===== src/rtl/traffic_display_driver.sv =====
`default_nettype none
// ============================================================================
//  Module   : traffic_display_driver
//  Purpose  : Front-panel driver for the traffic controller. Registers the
//             one-hot lamp drives from the 2-bit light code, converts the
//             6-bit countdown to two BCD digits with a sequential
//             shift-add-3 engine, and scans both digits onto a two-digit
//             common-anode seven-segment display.
//  Options  : FAULT_FLASH_EN - when defined, the yellow lamp flashes while
//             the light code is illegal (11); otherwise all lamps stay dark.
//  Revision : 1.0 - initial release
// ============================================================================
module traffic_display_driver #(
    parameter int SCAN_DIV  = 16,   // cycles each digit stays enabled (2..65535)
    parameter int BLINK_DIV = 8     // digit toggles per blink phase toggle (1..255)
) (
    input  logic       clk,
    input  logic       rst_n,
    input  logic [1:0] led_in,
    input  logic [5:0] timer_in,
    output logic       lamp_red,
    output logic       lamp_green,
    output logic       lamp_yellow,
    output logic       fault,
    output logic [6:0] seg_n,
    output logic [1:0] dig_n,
    output logic [3:0] tens,
    output logic [3:0] ones
);

    localparam logic [15:0] c_scan_last = 16'(SCAN_DIV - 1);
    localparam logic [2:0]  c_last_shift = 3'd5;

    typedef enum logic [1:0] {
        S_IDLE = 2'd0,
        S_CONV = 2'd1,
        S_DONE = 2'd2
    } state_t;

    // Active-low segment pattern for one BCD digit; non-digits blank the display.
    function automatic logic [6:0] seg_enc(input logic [3:0] d);
        logic [6:0] p;
        case (d)
            4'd0:    p = 7'h40;
            4'd1:    p = 7'h79;
            4'd2:    p = 7'h24;
            4'd3:    p = 7'h30;
            4'd4:    p = 7'h19;
            4'd5:    p = 7'h12;
            4'd6:    p = 7'h02;
            4'd7:    p = 7'h78;
            4'd8:    p = 7'h00;
            4'd9:    p = 7'h10;
            default: p = 7'h7F;
        endcase
        return p;
    endfunction

    // ------------------------------------------------------------------------
    // Lamp decode
    // ------------------------------------------------------------------------
    logic lamp_red_q, lamp_green_q, lamp_yellow_q, fault_q;
    logic lamp_red_d, lamp_green_d, lamp_yellow_d, fault_d;
    logic w_fault_yellow;

    // Decode the light code into one-hot lamp drives; code 11 raises fault.
    always_comb begin
        lamp_red_d    = 1'b0;
        lamp_green_d  = 1'b0;
        lamp_yellow_d = 1'b0;
        fault_d       = 1'b0;
        case (led_in)
            2'b00:   lamp_red_d    = 1'b1;
            2'b01:   lamp_green_d  = 1'b1;
            2'b10:   lamp_yellow_d = 1'b1;
            default: begin
                fault_d       = 1'b1;
                lamp_yellow_d = w_fault_yellow;
            end
        endcase
    end

    // Register the lamp drives so they change one cycle after the code.
    always_ff @(posedge clk or negedge rst_n) begin
        if (!rst_n) begin
            lamp_red_q    <= 1'b0;
            lamp_green_q  <= 1'b0;
            lamp_yellow_q <= 1'b0;
            fault_q       <= 1'b0;
        end else begin
            lamp_red_q    <= lamp_red_d;
            lamp_green_q  <= lamp_green_d;
            lamp_yellow_q <= lamp_yellow_d;
            fault_q       <= fault_d;
        end
    end

    // ------------------------------------------------------------------------
    // Binary to BCD conversion (shift-add-3)
    // shreg layout: [13:10] tens, [9:6] ones, [5:0] binary still to shift in
    // ------------------------------------------------------------------------
    state_t      state_q, state_d;
    logic [5:0]  last_val_q, last_val_d;
    logic [13:0] shreg_q, shreg_d;
    logic [2:0]  cnt_q, cnt_d;
    logic [3:0]  tens_q, tens_d, ones_q, ones_d;
    logic [13:0] w_adj;

    // Next-state logic: capture a changed value, shift six times, then publish
    // both digits in one cycle so tens/ones never show a half-updated pair.
    always_comb begin
        state_d    = state_q;
        last_val_d = last_val_q;
        shreg_d    = shreg_q;
        cnt_d      = cnt_q;
        tens_d     = tens_q;
        ones_d     = ones_q;

        w_adj = shreg_q;
        if (shreg_q[13:10] >= 4'd5) w_adj[13:10] = shreg_q[13:10] + 4'd3;
        if (shreg_q[9:6]   >= 4'd5) w_adj[9:6]   = shreg_q[9:6]   + 4'd3;

        case (state_q)
            S_IDLE: begin
                if (timer_in != last_val_q) begin
                    shreg_d    = {8'd0, timer_in};
                    last_val_d = timer_in;
                    cnt_d      = 3'd0;
                    state_d    = S_CONV;
                end
            end
            S_CONV: begin
                shreg_d = w_adj << 1;
                cnt_d   = cnt_q + 3'd1;
                if (cnt_q == c_last_shift) state_d = S_DONE;
            end
            S_DONE: begin
                tens_d  = shreg_q[13:10];
                ones_d  = shreg_q[9:6];
                state_d = S_IDLE;
            end
            default: state_d = S_IDLE;
        endcase
    end

    // Conversion engine state and published digits.
    always_ff @(posedge clk or negedge rst_n) begin
        if (!rst_n) begin
            state_q    <= S_IDLE;
            last_val_q <= 6'd0;
            shreg_q    <= 14'd0;
            cnt_q      <= 3'd0;
            tens_q     <= 4'd0;
            ones_q     <= 4'd0;
        end else begin
            state_q    <= state_d;
            last_val_q <= last_val_d;
            shreg_q    <= shreg_d;
            cnt_q      <= cnt_d;
            tens_q     <= tens_d;
            ones_q     <= ones_d;
        end
    end

    // ------------------------------------------------------------------------
    // Digit scan
    // ------------------------------------------------------------------------
    logic [15:0] scnt_q, scnt_d;
    logic        sel_q, sel_d;
    logic        w_scan_wrap;
    logic [6:0]  seg_n_q;
    logic [1:0]  dig_n_q;

    // Scan counter: switch the enabled digit every SCAN_DIV cycles.
    always_comb begin
        w_scan_wrap = (scnt_q == c_scan_last);
        scnt_d      = w_scan_wrap ? 16'd0 : scnt_q + 16'd1;
        sel_d       = w_scan_wrap ? ~sel_q : sel_q;
    end

    // Segments and digit enable are registered together so they always agree.
    always_ff @(posedge clk or negedge rst_n) begin
        if (!rst_n) begin
            scnt_q  <= 16'd0;
            sel_q   <= 1'b0;
            seg_n_q <= 7'h7F;
            dig_n_q <= 2'b11;
        end else begin
            scnt_q  <= scnt_d;
            sel_q   <= sel_d;
            seg_n_q <= sel_q ? seg_enc(tens_q) : seg_enc(ones_q);
            dig_n_q <= sel_q ? 2'b01 : 2'b10;
        end
    end

    // ------------------------------------------------------------------------
    // Fault blink
    // ------------------------------------------------------------------------
`ifdef FAULT_FLASH_EN
    logic [7:0] bcnt_q;
    logic       phase_q;

    // Count digit toggles; every BLINK_DIV of them flips the blink phase.
    always_ff @(posedge clk or negedge rst_n) begin
        if (!rst_n) begin
            bcnt_q  <= 8'd0;
            phase_q <= 1'b0;
        end else if (w_scan_wrap) begin
            if (bcnt_q == 8'(BLINK_DIV - 1)) begin
                bcnt_q  <= 8'd0;
                phase_q <= ~phase_q;
            end else begin
                bcnt_q <= bcnt_q + 8'd1;
            end
        end
    end

    assign w_fault_yellow = phase_q;
`else
    assign w_fault_yellow = 1'b0;
`endif

    assign lamp_red    = lamp_red_q;
    assign lamp_green  = lamp_green_q;
    assign lamp_yellow = lamp_yellow_q;
    assign fault       = fault_q;
    assign seg_n       = seg_n_q;
    assign dig_n       = dig_n_q;
    assign tens        = tens_q;
    assign ones        = ones_q;

endmodule
`default_nettype wire


===== config.mk =====
export PLATFORM = sky130hd
export DESIGN_NAME = traffic_display_driver
export DESIGN_NICKNAME = d
export VERILOG_FILES = /design/src/rtl/traffic_display_driver.sv
export SDC_FILE = /design/constraint.sdc
export NUM_CORES = 1
export LEC_CHECK = 0
export ABC_AREA = 1
export CELL_PAD_IN_SITES_DETAIL_PLACEMENT = 0
export CELL_PAD_IN_SITES_GLOBAL_PLACEMENT = 1
export CORE_MARGIN = 2
export CORE_UTILIZATION = 43
export CTS_CLUSTER_DIAMETER = 100
export DETAILED_ROUTE_END_ITERATION = 10
export PLACE_DENSITY_LB_ADDON = 0.3
export SYNTH_ARGS = -nofsm -noshare
export SYNTH_HDL_FRONTEND = slang
export SYNTH_SLANG_ARGS = --single-unit
export TNS_END_PERCENT = 100

===== constraint.sdc =====
create_clock -name clk -period 1.72 [get_ports clk]
set_input_delay 0.258 -clock clk [delete_from_list [all_inputs] [get_ports clk]]
set_output_delay 0.258 -clock clk [all_outputs]
set_load 0.02 [all_outputs]

==> metrics.md <==
| Metric | Value |
|---|---|
| CTS Root Cell | `clkbuf_8` |
| Met1 track utilization from global routing | `between 10% and 20%` |
| Post-synthesis area per instance | `~8.3 µm²` |
| P&R area growth vs syn | `22.4%` |
| Slew at the pin closest to its max-slew limit | `roughly 450 ps` |
| Worst min-delay path class | `input pin to asynchronous set/reset pin` |
| Final hold slack | `just over 4 ps` |
| P per Cell Area | `around 1600 mW/mm²` |
| Commonest cells after routing, fill and taps aside | `nand2_1, inv_1, dfrtp_1` |
| RSZ-0062 raised after global routing | `false` |
| Wire length per cell after detailed routing | `10.4 µm` |
| Total via count after detailed routing | `~2400` |
| Clk pin slew, worst setup/hold paths | `70 ps` |
| Most used routing layer in global routing | `met2` |
| Total non-filler cell area in the finished layout | `0.00394 mm²` |
| HPWL after detailed placement | `just over 4 mm` |
| Floorplan die width | `between 90 and 100 µm` |
| Number of global-route vias before repair | `2329` |
| Post-route clock skew | `approximately 5.4 ps` |
| Cell count after synthesis | `389` |
| R2R Path End | `shreg_q[7]$_DFFE_PN0P_` |
| Largest net degree at the start of global routing | `36` |
| Setup bufs post-CTS | `0` |
| Worst-Skew Late Latency | `320 ps` |
| Normalized max-slew margin | `70.1%` |
| Synth Warn # | `0` |
| Final Max Tran Viols | `0` |
| Lkg Pwr | `around 0.0022 µW` |
| Cells traversed along the worst timing path | `clkdlybuf4s50_1` |
| Initial antenna violation count | `0` |
| Max Fanout on Critical Path | `1` |
| Critical path capture point | `seg_n[5]` |
| GRT Total Usage | `between 10% and 20%` |
| Total wire length after detailed routing | `5.57 mm` |
| CTS tree | `built` |
| Overall overflow remaining after global route | `0` |
| Reg2reg start | `shreg_q[6]$_DFFE_PN0P_` |
| Part of the cycle the worst path needs | `98.0%` |
| Family with the most delay on the worst path | `buffers and inverters` |
| Cell total after placement | `521` |
| Start point of the critical path | `seg_n[5]$_DFF_PN1_` |
| Leading cell type in the layout, fill and taps excluded | `nand2_1` |
| Final setup fails | `0` |
| Total number of placement rows | `31` |
| Number of diodes | `0` |
| Depth of the worst register-to-register path | `8` |
| Number of unique standard cell types used by synthesis | `26` |
| CP peak stage delay | `590 ps` |
| Total cell area at the placement stage | `0.00369 mm²` |
| Wire length of the first global-routing pass | `10.1 mm` |
| Vertical die dimension | `90.5 µm` |
| CTS H-tree depth | `3` |
| Area inside the core boundary | `roughly 0.0073 mm²` |
| Share of cells above drive strength 1 | `11.9%` |
| Kind of launch point of the worst setup path | `register` |
| Net total in the final layout | `460` |
| Final standard cell count with taps included and fillers excluded | `537` |
| Crit path time final | `1680 ps` |
| Peak clock frequency supported by timing | `593 MHz` |
| Max rail drop VDD | `approximately 0.90 mV` |
| Class of the most critical setup path | `register to output port` |
| Mapped Area | `around 0.0032 mm²` |
| Worst reg2reg setup slack | `~320 ps` |
| Critical path buffer and inverter count | `1` |
| Met3 usage in global routing | `3.26%` |
| Status | `completed` |
| Data required time at the worst endpoint | `approximately 1500 ps` |
| Synthesis-stage register bit count | `63` |
| Share of the yosys chip area belonging to registers | `49.3%` |
| DRC violations left | `0` |
| Synth Net Count | `416` |
| Top-level I/O count | `31` |
| Final hold violations | `0` |
| Met2 track utilization from global routing | `about a quarter` |
| Initial standard-cell utilization of the core | `44.4%` |
| Cell with the largest stage delay on the worst path | `clkdlybuf4s50_1` |
| 1st-iter DRT viols | `89` |
| Port-buffer cells | `30` |
| TritonCTS Buffers | `9` |
| Critical path capture point type | `output port` |
| Mean number of vias per cell | `4.55` |
| Number of max-capacitance violations reported | `0` |
| Count of TritonRoute iterations in the first routing pass | `4` |
| Count of nets left with antenna violations after detail routing | `0` |
| Total number of cells along the worst setup path | `1` |
| Area of the die | `0.00819 mm²` |
| Routability Congestion | `~0.79` |
| Clock sink count | `63` |
| Arr. time, crit path | `approximately 1400 ps` |
| Maximum clock path buffer count | `2` |
## how the worst min path moves through the flow
stage	start	endpoint	slack (ps)	cells after the start
5_1_grt	rst_n	seg_n[1]$_DFF_PN1_	30	1
3_3_place_gp	rst_n	seg_n[1]$_DFF_PN1_	350	1
2_1_floorplan	rst_n	cnt_q[0]$_DFFE_PN0P_	-40	0
3_5_place_dp	rst_n	seg_n[0]$_DFF_PN1_	360	1
6_report	rst_n	seg_n[3]$_DFF_PN1_	4	1
4_1_cts	rst_n	seg_n[0]$_DFF_PN1_	7	1
## per-layer routing
layer	wire length [µm]	vias up
li1	-	1301
met1	2760	1111
met2	2630	30
met3	145	4
met4	46	0
met5	0	-
## power breakdown
group	internal [µW]	switching (µW)	total (µW)
Combinational	1070	1470	2550
Sequential	1980	351	2330
Clock	895	526	1420
Total	3950	2350	6300
## stage by stage
step,util [%],setup WS [ps],TNS [ps],power (µW)
global route,54.3,0.276,0,6890
global placement,50.9,33.9,0,4920
CTS,54.0,7.17,0,6380
detailed placement,50.9,-13.7,-58.6,4940
finish,54.3,35.0,0,6300
floorplan,-,369,0,4110
## sequential cells by signal (all words and copies together) (netlist names), 2 cells and up
| signal | cells |
|---|---|
| dig_n | 2 |
| shreg_q | 14 |
| ones | 4 |
| last_val_q | 6 |
| tens | 4 |
| scnt_q | 16 |
| state_q | 2 |
| seg_n | 7 |
| cnt_q | 3 |
## final cells by class
cell class	instances	area (µm²)
inverter	64	240
tap	99	124
timing repair buffer	40	408
fill	681	3310
clock inverter	3	65.1
clock buffer	13	159
sequential	63	1590
multi-input combinational	255	1360
## kinds of logic (layout without fill, tap and decap cells)
group / Yosys count / in the layout / synth area share [%]
buffers and inverters: 71 / 120 / 8.55
adder cells (fa/ha/maj): 17 / 17 / 6.61
flip-flops: 63 / 63 / 49.3
AND/OR/NAND/NOR: 176 / 176 / 23.7
XOR/XNOR: 11 / 11 / 2.99
AO/OA/AOI/OAI: 51 / 51 / 8.78
## what timing repair did
item / in CTS / in global routing
resized for setup: 0 / 10
hold buffers: 0 / 0
setup endpoints to repair: 0 / 10
## cell usage after synthesis
library cell	n	area (µm²)
o21ai_0	30	150
or2_2	6	37.5
a211oi_1	1	7.51
inv_2	1	3.75
a21oi_1	8	40.0
nand3_2	1	10.0
nand3_1	28	140
buf_2	4	20.0
nand4_1	2	12.5
nand2_4	1	11.3
nor2_2	4	25.0
dfrtp_1	54	1350
nand2_1	98	368
nand2_2	3	18.8
nor3_1	2	10.0
a22oi_1	6	45.0
dfstp_2	9	236
buf_4	1	7.51
xor2_1	11	96.3
clkbuf_1	2	7.51
ha_1	17	213
o21ai_1	2	10.0
o211ai_1	4	30.0
nor2_4	2	22.5
inv_1	63	236
nor2_1	29	109
(Power assumes the default switching activity.)
